<file path="config.mk">
export PLATFORM = sky130hd
export DESIGN_NAME = rf_wport_arbiter_flat
export DESIGN_NICKNAME = d
export VERILOG_FILES = /design/src/rtl/rf_ctrl_pkg.sv /design/src/rtl/rf_wport_arbiter_if.sv /design/src/rtl/rf_scoreboard.sv /design/src/rtl/rf_wport_arbiter.sv /design/src/flat_wrapper.sv
export SDC_FILE = /design/constraint.sdc
export NUM_CORES = 1
export LEC_CHECK = 0
export ABC_AREA = 0
export BUFFER_PORTS_ARGS = -buffer_cell sky130_fd_sc_hd__clkbuf_2
export CORE_ASPECT_RATIO = 1.4
export CORE_UTILIZATION = 40
export DETAILED_ROUTE_END_ITERATION = 16
export GPL_ROUTABILITY_DRIVEN = 1
export PLACE_DENSITY = 0.76
export SLEW_MARGIN = 20
export SYNTH_ARGS = -nofsm -noshare
export SYNTH_HDL_FRONTEND = slang
export SYNTH_SLANG_ARGS = --single-unit
</file>
<file path="constraint.sdc">
create_clock -name clk -period 2.2 [get_ports clk]
set_clock_uncertainty 0.05 [all_clocks]
set_input_delay 0.33 -clock clk [delete_from_list [all_inputs] [get_ports clk]]
set_output_delay 0.33 -clock clk [all_outputs]
set_load 0.005 [all_outputs]
</file>
<file path="src/rtl/rf_ctrl_pkg.sv">
// Shared register-file control types: architectural widths and write-source encoding.
package rf_ctrl_pkg;

    localparam int XLEN   = 32;
    localparam int REG_AW = 5;
    localparam int NREGS  = 32;

    typedef enum logic [1:0] {
        SRC_NONE,
        SRC_CORE,
        SRC_MDU,
        SRC_DBG
    } src_e;

endpackage

</file>
<file path="src/rtl/rf_wport_arbiter_if.sv">
// Write-source handshakes and the register bank write port, bundled between sources and arbiter.
interface rf_wport_if;
    import rf_ctrl_pkg::*;

    logic              core_we;
    logic [REG_AW-1:0] core_rd;
    logic [XLEN-1:0]   core_data;

    logic              mdu_valid;
    logic [REG_AW-1:0] mdu_rd;
    logic [XLEN-1:0]   mdu_data;
    logic              mdu_ready;

    logic              dbg_valid;
    logic [REG_AW-1:0] dbg_rd;
    logic [XLEN-1:0]   dbg_data;
    logic              dbg_ready;

    logic              regWrite;
    logic [REG_AW-1:0] writePort;
    logic [XLEN-1:0]   wBus;

    // Source side: drives requests, observes acceptance and the bank port.
    modport master (
        output core_we, core_rd, core_data,
        output mdu_valid, mdu_rd, mdu_data,
        output dbg_valid, dbg_rd, dbg_data,
        input  mdu_ready, dbg_ready,
        input  regWrite, writePort, wBus
    );

    modport slave (
        input  core_we, core_rd, core_data,
        input  mdu_valid, mdu_rd, mdu_data,
        input  dbg_valid, dbg_rd, dbg_data,
        output mdu_ready, dbg_ready,
        output regWrite, writePort, wBus
    );

endinterface

</file>
<file path="src/rtl/rf_scoreboard.sv">
// Busy scoreboard for registers awaiting an MDU result, with two decode-stage query ports.
module rf_scoreboard
    import rf_ctrl_pkg::*;
(
    input  logic              clk,
    input  logic              rst_n,
    input  logic              issue_valid,
    input  logic [REG_AW-1:0] issue_rd,
    input  logic              clr_valid,
    input  logic [REG_AW-1:0] clr_rd,
    input  logic [REG_AW-1:0] rs1,
    input  logic [REG_AW-1:0] rs2,
    output logic              rs1_busy,
    output logic              rs2_busy,
    output logic              busy_err
);

    localparam logic [NREGS-1:0] X0_MASK = {{(NREGS-1){1'b1}}, 1'b0};

    logic [NREGS-1:0] busy;
    logic [NREGS-1:0] set_mask;
    logic [NREGS-1:0] clr_mask;
    logic             set_valid;

    assign set_valid = issue_valid && (issue_rd != '0);

    always_comb begin
        set_mask = '0;
        clr_mask = '0;
        if (set_valid) set_mask[issue_rd] = 1'b1;
        if (clr_valid) clr_mask[clr_rd]   = 1'b1;
    end

    // Set is applied after clear so a same-cycle issue keeps the register busy.
    always_ff @(posedge clk or negedge rst_n) begin
        if (!rst_n) begin
            busy     <= '0;
            busy_err <= 1'b0;
        end else begin
            busy <= ((busy & ~clr_mask) | set_mask) & X0_MASK;
            if (set_valid && busy[issue_rd] && !clr_mask[issue_rd])
                busy_err <= 1'b1;
        end
    end

    // Queries see the registered vector only; a clear shows up one cycle later.
    assign rs1_busy = busy[rs1];
    assign rs2_busy = busy[rs2];

endmodule

</file>
<file path="src/rtl/rf_wport_arbiter.sv">
// Single write-port arbiter: core has absolute priority, MDU and debug share round-robin.
module rf_wport_arbiter
    import rf_ctrl_pkg::*;
#(
    parameter int STARVE_MAX = 4
) (
    input  logic              clk,
    input  logic              rst_n,
    rf_wport_if.slave         bus,
    input  logic              issue_valid,
    input  logic [REG_AW-1:0] issue_rd,
    input  logic [REG_AW-1:0] rs1,
    input  logic [REG_AW-1:0] rs2,
    output logic              rs1_busy,
    output logic              rs2_busy,
    output logic              stall_req,
    output logic              busy_err
);

    localparam logic [3:0] STARVE_LIM = 4'(STARVE_MAX);

    src_e              grant;
    logic              ptr_dbg;
    logic [3:0]        starve_cnt;
    logic [3:0]        starve_nxt;
    logic [REG_AW-1:0] wr_rd;
    logic [XLEN-1:0]   wr_data;
    logic              side_grant;
    logic              any_valid;

    always_comb begin
        grant = SRC_NONE;
        if (bus.core_we)
            grant = SRC_CORE;
        else if (bus.mdu_valid && (!bus.dbg_valid || !ptr_dbg))
            grant = SRC_MDU;
        else if (bus.dbg_valid)
            grant = SRC_DBG;
    end

    assign bus.mdu_ready = (grant == SRC_MDU);
    assign bus.dbg_ready = (grant == SRC_DBG);
    assign side_grant    = bus.mdu_ready || bus.dbg_ready;
    assign any_valid     = bus.mdu_valid || bus.dbg_valid;

    always_comb begin
        wr_rd   = '0;
        wr_data = '0;
        case (grant)
            SRC_CORE: begin wr_rd = bus.core_rd; wr_data = bus.core_data; end
            SRC_MDU:  begin wr_rd = bus.mdu_rd;  wr_data = bus.mdu_data;  end
            SRC_DBG:  begin wr_rd = bus.dbg_rd;  wr_data = bus.dbg_data;  end
            default:  ;
        endcase
    end

    // x0 writes are accepted but never reach the bank.
    assign bus.regWrite  = (grant != SRC_NONE) && (wr_rd != '0);
    assign bus.writePort = wr_rd;
    assign bus.wBus      = wr_data;

    always_comb begin
        starve_nxt = starve_cnt;
        if (side_grant || !any_valid)
            starve_nxt = '0;
        else if (bus.core_we)
            starve_nxt = starve_cnt + 4'd1;
    end

    // Pulse is raised on the edge where the count would reach the limit, so the
    // bubble lands in the cycle right after the last tolerated preemption.
    always_ff @(posedge clk or negedge rst_n) begin
        if (!rst_n) begin
            ptr_dbg    <= 1'b0;
            starve_cnt <= '0;
            stall_req  <= 1'b0;
        end else begin
            if (side_grant)
                ptr_dbg <= bus.mdu_ready;
            if (starve_nxt == STARVE_LIM) begin
                stall_req  <= 1'b1;
                starve_cnt <= '0;
            end else begin
                stall_req  <= 1'b0;
                starve_cnt <= starve_nxt;
            end
        end
    end

    rf_scoreboard u_scoreboard (
        .clk         (clk),
        .rst_n       (rst_n),
        .issue_valid (issue_valid),
        .issue_rd    (issue_rd),
        .clr_valid   (bus.mdu_ready),
        .clr_rd      (bus.mdu_rd),
        .rs1         (rs1),
        .rs2         (rs2),
        .rs1_busy    (rs1_busy),
        .rs2_busy    (rs2_busy),
        .busy_err    (busy_err)
    );

endmodule
</file>
<file path="src/flat_wrapper.sv">
// flat-port wrapper written by rule: the top's interface ports become plain ports
module rf_wport_arbiter_flat import rf_ctrl_pkg::*;
#(
    parameter int STARVE_MAX = 4
)
  (clk, rst_n, issue_valid, issue_rd, rs1, rs2, rs1_busy, rs2_busy, stall_req, busy_err, bus_core_we, bus_core_rd, bus_core_data, bus_mdu_valid, bus_mdu_rd, bus_mdu_data, bus_dbg_valid, bus_dbg_rd, bus_dbg_data, bus_mdu_ready, bus_dbg_ready, bus_regWrite, bus_writePort, bus_wBus);
  rf_wport_if bus_i ();
  input  logic clk;
  input  logic rst_n;
  input  logic issue_valid;
  input  logic [REG_AW-1:0] issue_rd;
  input  logic [REG_AW-1:0] rs1;
  input  logic [REG_AW-1:0] rs2;
  output logic rs1_busy;
  output logic rs2_busy;
  output logic stall_req;
  output logic busy_err;
  input wire logic [$bits(bus_i.core_we)-1:0] bus_core_we;
  input wire logic [$bits(bus_i.core_rd)-1:0] bus_core_rd;
  input wire logic [$bits(bus_i.core_data)-1:0] bus_core_data;
  input wire logic [$bits(bus_i.mdu_valid)-1:0] bus_mdu_valid;
  input wire logic [$bits(bus_i.mdu_rd)-1:0] bus_mdu_rd;
  input wire logic [$bits(bus_i.mdu_data)-1:0] bus_mdu_data;
  input wire logic [$bits(bus_i.dbg_valid)-1:0] bus_dbg_valid;
  input wire logic [$bits(bus_i.dbg_rd)-1:0] bus_dbg_rd;
  input wire logic [$bits(bus_i.dbg_data)-1:0] bus_dbg_data;
  output wire logic [$bits(bus_i.mdu_ready)-1:0] bus_mdu_ready;
  output wire logic [$bits(bus_i.dbg_ready)-1:0] bus_dbg_ready;
  output wire logic [$bits(bus_i.regWrite)-1:0] bus_regWrite;
  output wire logic [$bits(bus_i.writePort)-1:0] bus_writePort;
  output wire logic [$bits(bus_i.wBus)-1:0] bus_wBus;
  assign bus_i.core_we = bus_core_we;
  assign bus_i.core_rd = bus_core_rd;
  assign bus_i.core_data = bus_core_data;
  assign bus_i.mdu_valid = bus_mdu_valid;
  assign bus_i.mdu_rd = bus_mdu_rd;
  assign bus_i.mdu_data = bus_mdu_data;
  assign bus_i.dbg_valid = bus_dbg_valid;
  assign bus_i.dbg_rd = bus_dbg_rd;
  assign bus_i.dbg_data = bus_dbg_data;
  assign bus_mdu_ready = bus_i.mdu_ready;
  assign bus_dbg_ready = bus_i.dbg_ready;
  assign bus_regWrite = bus_i.regWrite;
  assign bus_writePort = bus_i.writePort;
  assign bus_wBus = bus_i.wBus;
  rf_wport_arbiter #(.STARVE_MAX(STARVE_MAX)) u_core (.clk(clk), .rst_n(rst_n), .bus(bus_i), .issue_valid(issue_valid), .issue_rd(issue_rd), .rs1(rs1), .rs2(rs2), .rs1_busy(rs1_busy), .rs2_busy(rs2_busy), .stall_req(stall_req), .busy_err(busy_err));
endmodule
</file>
==> impl_metrics.yaml <==
outcome:
  status: "finished, violations left"
  violations: "setup timing"
setup_path:
  cp_max_fo: 4
  rrSetupSlack_ns: 0.27
  worstReg2RegStart: "u_core.ptr_dbg$_DFFE_PN0P_"
  rr_worst_depth: 5
  crit_type: "flop to output pin"
  worst_ep_arrival_time_ns: 2.07
  cp.required_ns: 1.82
  setup.worst_path.end_class: "output pin"
  r2r_end: "u_core.u_scoreboard.busy[16]$_DFF_PN0_"
  crit_path_start_kind: "flop"
cells_and_area:
  multi_input_area_mm2: 0.00183
  fin_nets: 633
  seqCellArea_um2: 953
  layout_commonest_cell: "clkbuf_2"
  drive_gt1_share_pct: 49.9
  design_area_mm2: 0.00428
  final_util_pct: 60.5
  final_cell_mix: "clkbuf_2 (174), o21ai_0 (63), dfrtp_1 (36)"
  layout.cells.non_filler: 598
  nFillCells: 648
  area.growth.synth_to_final_pct: 43.6
place:
  hpwlAfterDp_um: 10700
  placedCellCount: 580
  placed_area_mm2: 0.00406
  gp_congestion: 0.984
  port_buffers: 175
pwr:
  vdd.ir_drop.worst_mv: 0.338
  powerDensity_mw_per_mm2: 611
  power_frac_seq_pct: 40.2
  p_switching_mw: 0.919
  netSwitchingFraction_pct: 35.2
  total_power_mw: 2.61
  clkPwrFrac_pct: 19.4
  intPower_mw: 1.69
  p_leak_nw: 2.14
  pwr-share-comb_pct: 40.4
sta:
  worst_pin_slew_ns: 0.492
  finalMaxSlewViolations: 0
  period_share_pct: 112
  setup_viol: 3
  finalSetupTns_ns: -0.637
  max_freq_ghz: 0.408
  rsz0062_at_grt: "true"
  slew_headroom_pct: 67.2
  fin_crit_ns: 2.45
  hold_violations: 0
  worst_slack_ns: -0.253
clock_tree:
  numCtsBuffers: 5
  path_clk_slew_ns: 0.08
  clockBufferDepth: 2
  cts.sinks: 38
  insertion_delay_ns: 0.30
  htree_levels: 2
  cts_tree: "done"
  postCtsHoldBufs: 0
  cts-root-buf: "clkbuf_8"
synthesis:
  yosysSeqAreaShare_pct: 31.9
  synthArstFlopShare_pct: 100
  syn_inst: 315
  synthesis.nets: 448
  synth_edf_count: 0
  synth.avg_cell_area_um2: 9.45
  netlist_area_mm2: 0.00298
  ys_seq_elements: 38
  yosys_warnings: 0
  synthFlopType: "dfrtp_1"
  synth_cell_types: 34
global_route:
  grt_usage_pct: 33.8
  antenna_found_initial: 3
  grt_pass1_vias: 3512
  grt_overflow: 0
  grt_pass1_wl_um: 19300
  grt_max_degree: 39
floorplan:
  die-height_um: 104
  die_w_um: 74.9
  rows: 36
  ios: 176
  dieArea_mm2: 0.00780
  start_util_pct: 42.1
  core-area_mm2: 0.00707
drt:
  viasPerCell: 6.25
  wire_per_inst_um: 21.9
  vias: 3736
  postRouteWirelength_um: 13100
  drt_iter0_markers: 659
  firstDrtPassIters: 14
  ant_nets: 0
  route.detailed.drc: 0
worst_hold_path:
  hold_class: "primary input to async pin"
flow_run:
  cap_violations: 0
## Yosys cell counts (5+ instances only)
library cell | n | area [um^2]
a21oi_1 | 7 | 35.0
a222oi_1 | 33 | 330
a22oi_1 | 5 | 37.5
buf_2 | 8 | 40.0
clkbuf_1 | 14 | 52.6
dfrtp_1 | 38 | 951
inv_1 | 36 | 135
mux2i_1 | 9 | 90.1
mux4_2 | 22 | 495
nand2_1 | 14 | 52.6
nand3_1 | 5 | 25.0
nand3b_1 | 9 | 67.6
nor2_1 | 10 | 37.5
o21ai_0 | 63 | 315
xor2_1 | 6 | 52.6
## state kept, by name, summed over array words and instances, names as in the netlist
signal and cells:
u_core.starve_cnt 4, u_core.stall_req 1, u_core.u_scoreboard.busy_err 1, u_core.ptr_dbg 1
u_core.u_scoreboard.busy 31
## cell families (layout without fill, tap and decap cells)
kind of cell    Yosys count  count (layout)  share of synthesized area, %
xor+xnor                  7               7                          2.06
simple gates             57              57                          10.6
buf+inv                  62             248                          8.15
compound gates          116             116                          26.0
mux                      34              34                          20.8
fa+ha+maj                 1               1                         0.420
other cells               0               2                             0
flops                    38              38                          31.9
## worst max-delay path: stages (launching register included)
cell and delay, ns:
dfrtp_2 0.45, mux4_2 0.47, mux4_2 0.48, mux2_4 0.27
clkbuf_2 0.11
## per-layer routing
layer / share of wire [%] / vias to the layer above / global-route usage, % / wire [um]
met5: 0.17 / - / 0 / 22
met4: 1.3 / 4 / 6.74 / 169
li1: - / 1600 / - / -
met3: 13 / 24 / 9.59 / 1660
met2: 49 / 325 / 56.3 / 6400
met1: 37 / 1783 / 43.1 / 4840
## power by group through the flow
stage / registers [mW] / logic, mW / clock network (mW)
floorplan: 0.967 / 0.582 / 0
global placement: 1.04 / 0.946 / 0
detailed placement: 1.05 / 0.973 / 0
CTS: 1.04 / 1.01 / 0.510
global route: 1.06 / 1.15 / 0.539
finish: 1.05 / 1.06 / 0.507
## area by class of cell
class                           instances  area share, %
Inverter                               36           3.16
Clock buffer                            6           1.93
Clock inverter                          2          0.293
Tap cell                               95           2.78
Antenna cell                            2          0.117
Sequential cell                        38           22.3
Multi-Input combinational cell        215           42.8
Timing Repair Buffer                  204           26.7
## timing repair
item	CTS	global route
pin swaps	3	4
buffers inserted	6	4
resized for setup	8	8
setup endpoints to repair	4	9
## how the worst max path moves through the flow
| stage | startpoint | end | slack, ns |
|---|---|---|---|
| after floorplan | rs1[0] | rs1_busy | 0.02 |
| after global placement | rs2[0] | rs2_busy | -0.18 |
| after detailed placement | rs1[0] | rs1_busy | -0.19 |
| after CTS | u_core.u_scoreboard.busy[12]$_DFF_PN0_ | rs1_busy | -0.26 |
| after global routing | u_core.u_scoreboard.busy[12]$_DFF_PN0_ | rs1_busy | -0.31 |
| final | u_core.u_scoreboard.busy[12]$_DFF_PN0_ | rs1_busy | -0.25 |
## through the flow
| stage | hold WS [ns] | setup WS [ns] |
|---|---|---|
| floorplan | -0.0156 | 0.0219 |
| global placement | 0.352 | -0.179 |
| detailed placement | 0.357 | -0.190 |
| CTS | 0.0361 | -0.259 |
| global route | 0.0641 | -0.315 |
| finish | 0.0196 | -0.253 |
No activity file was read; power rests on OpenSTA's default activity.
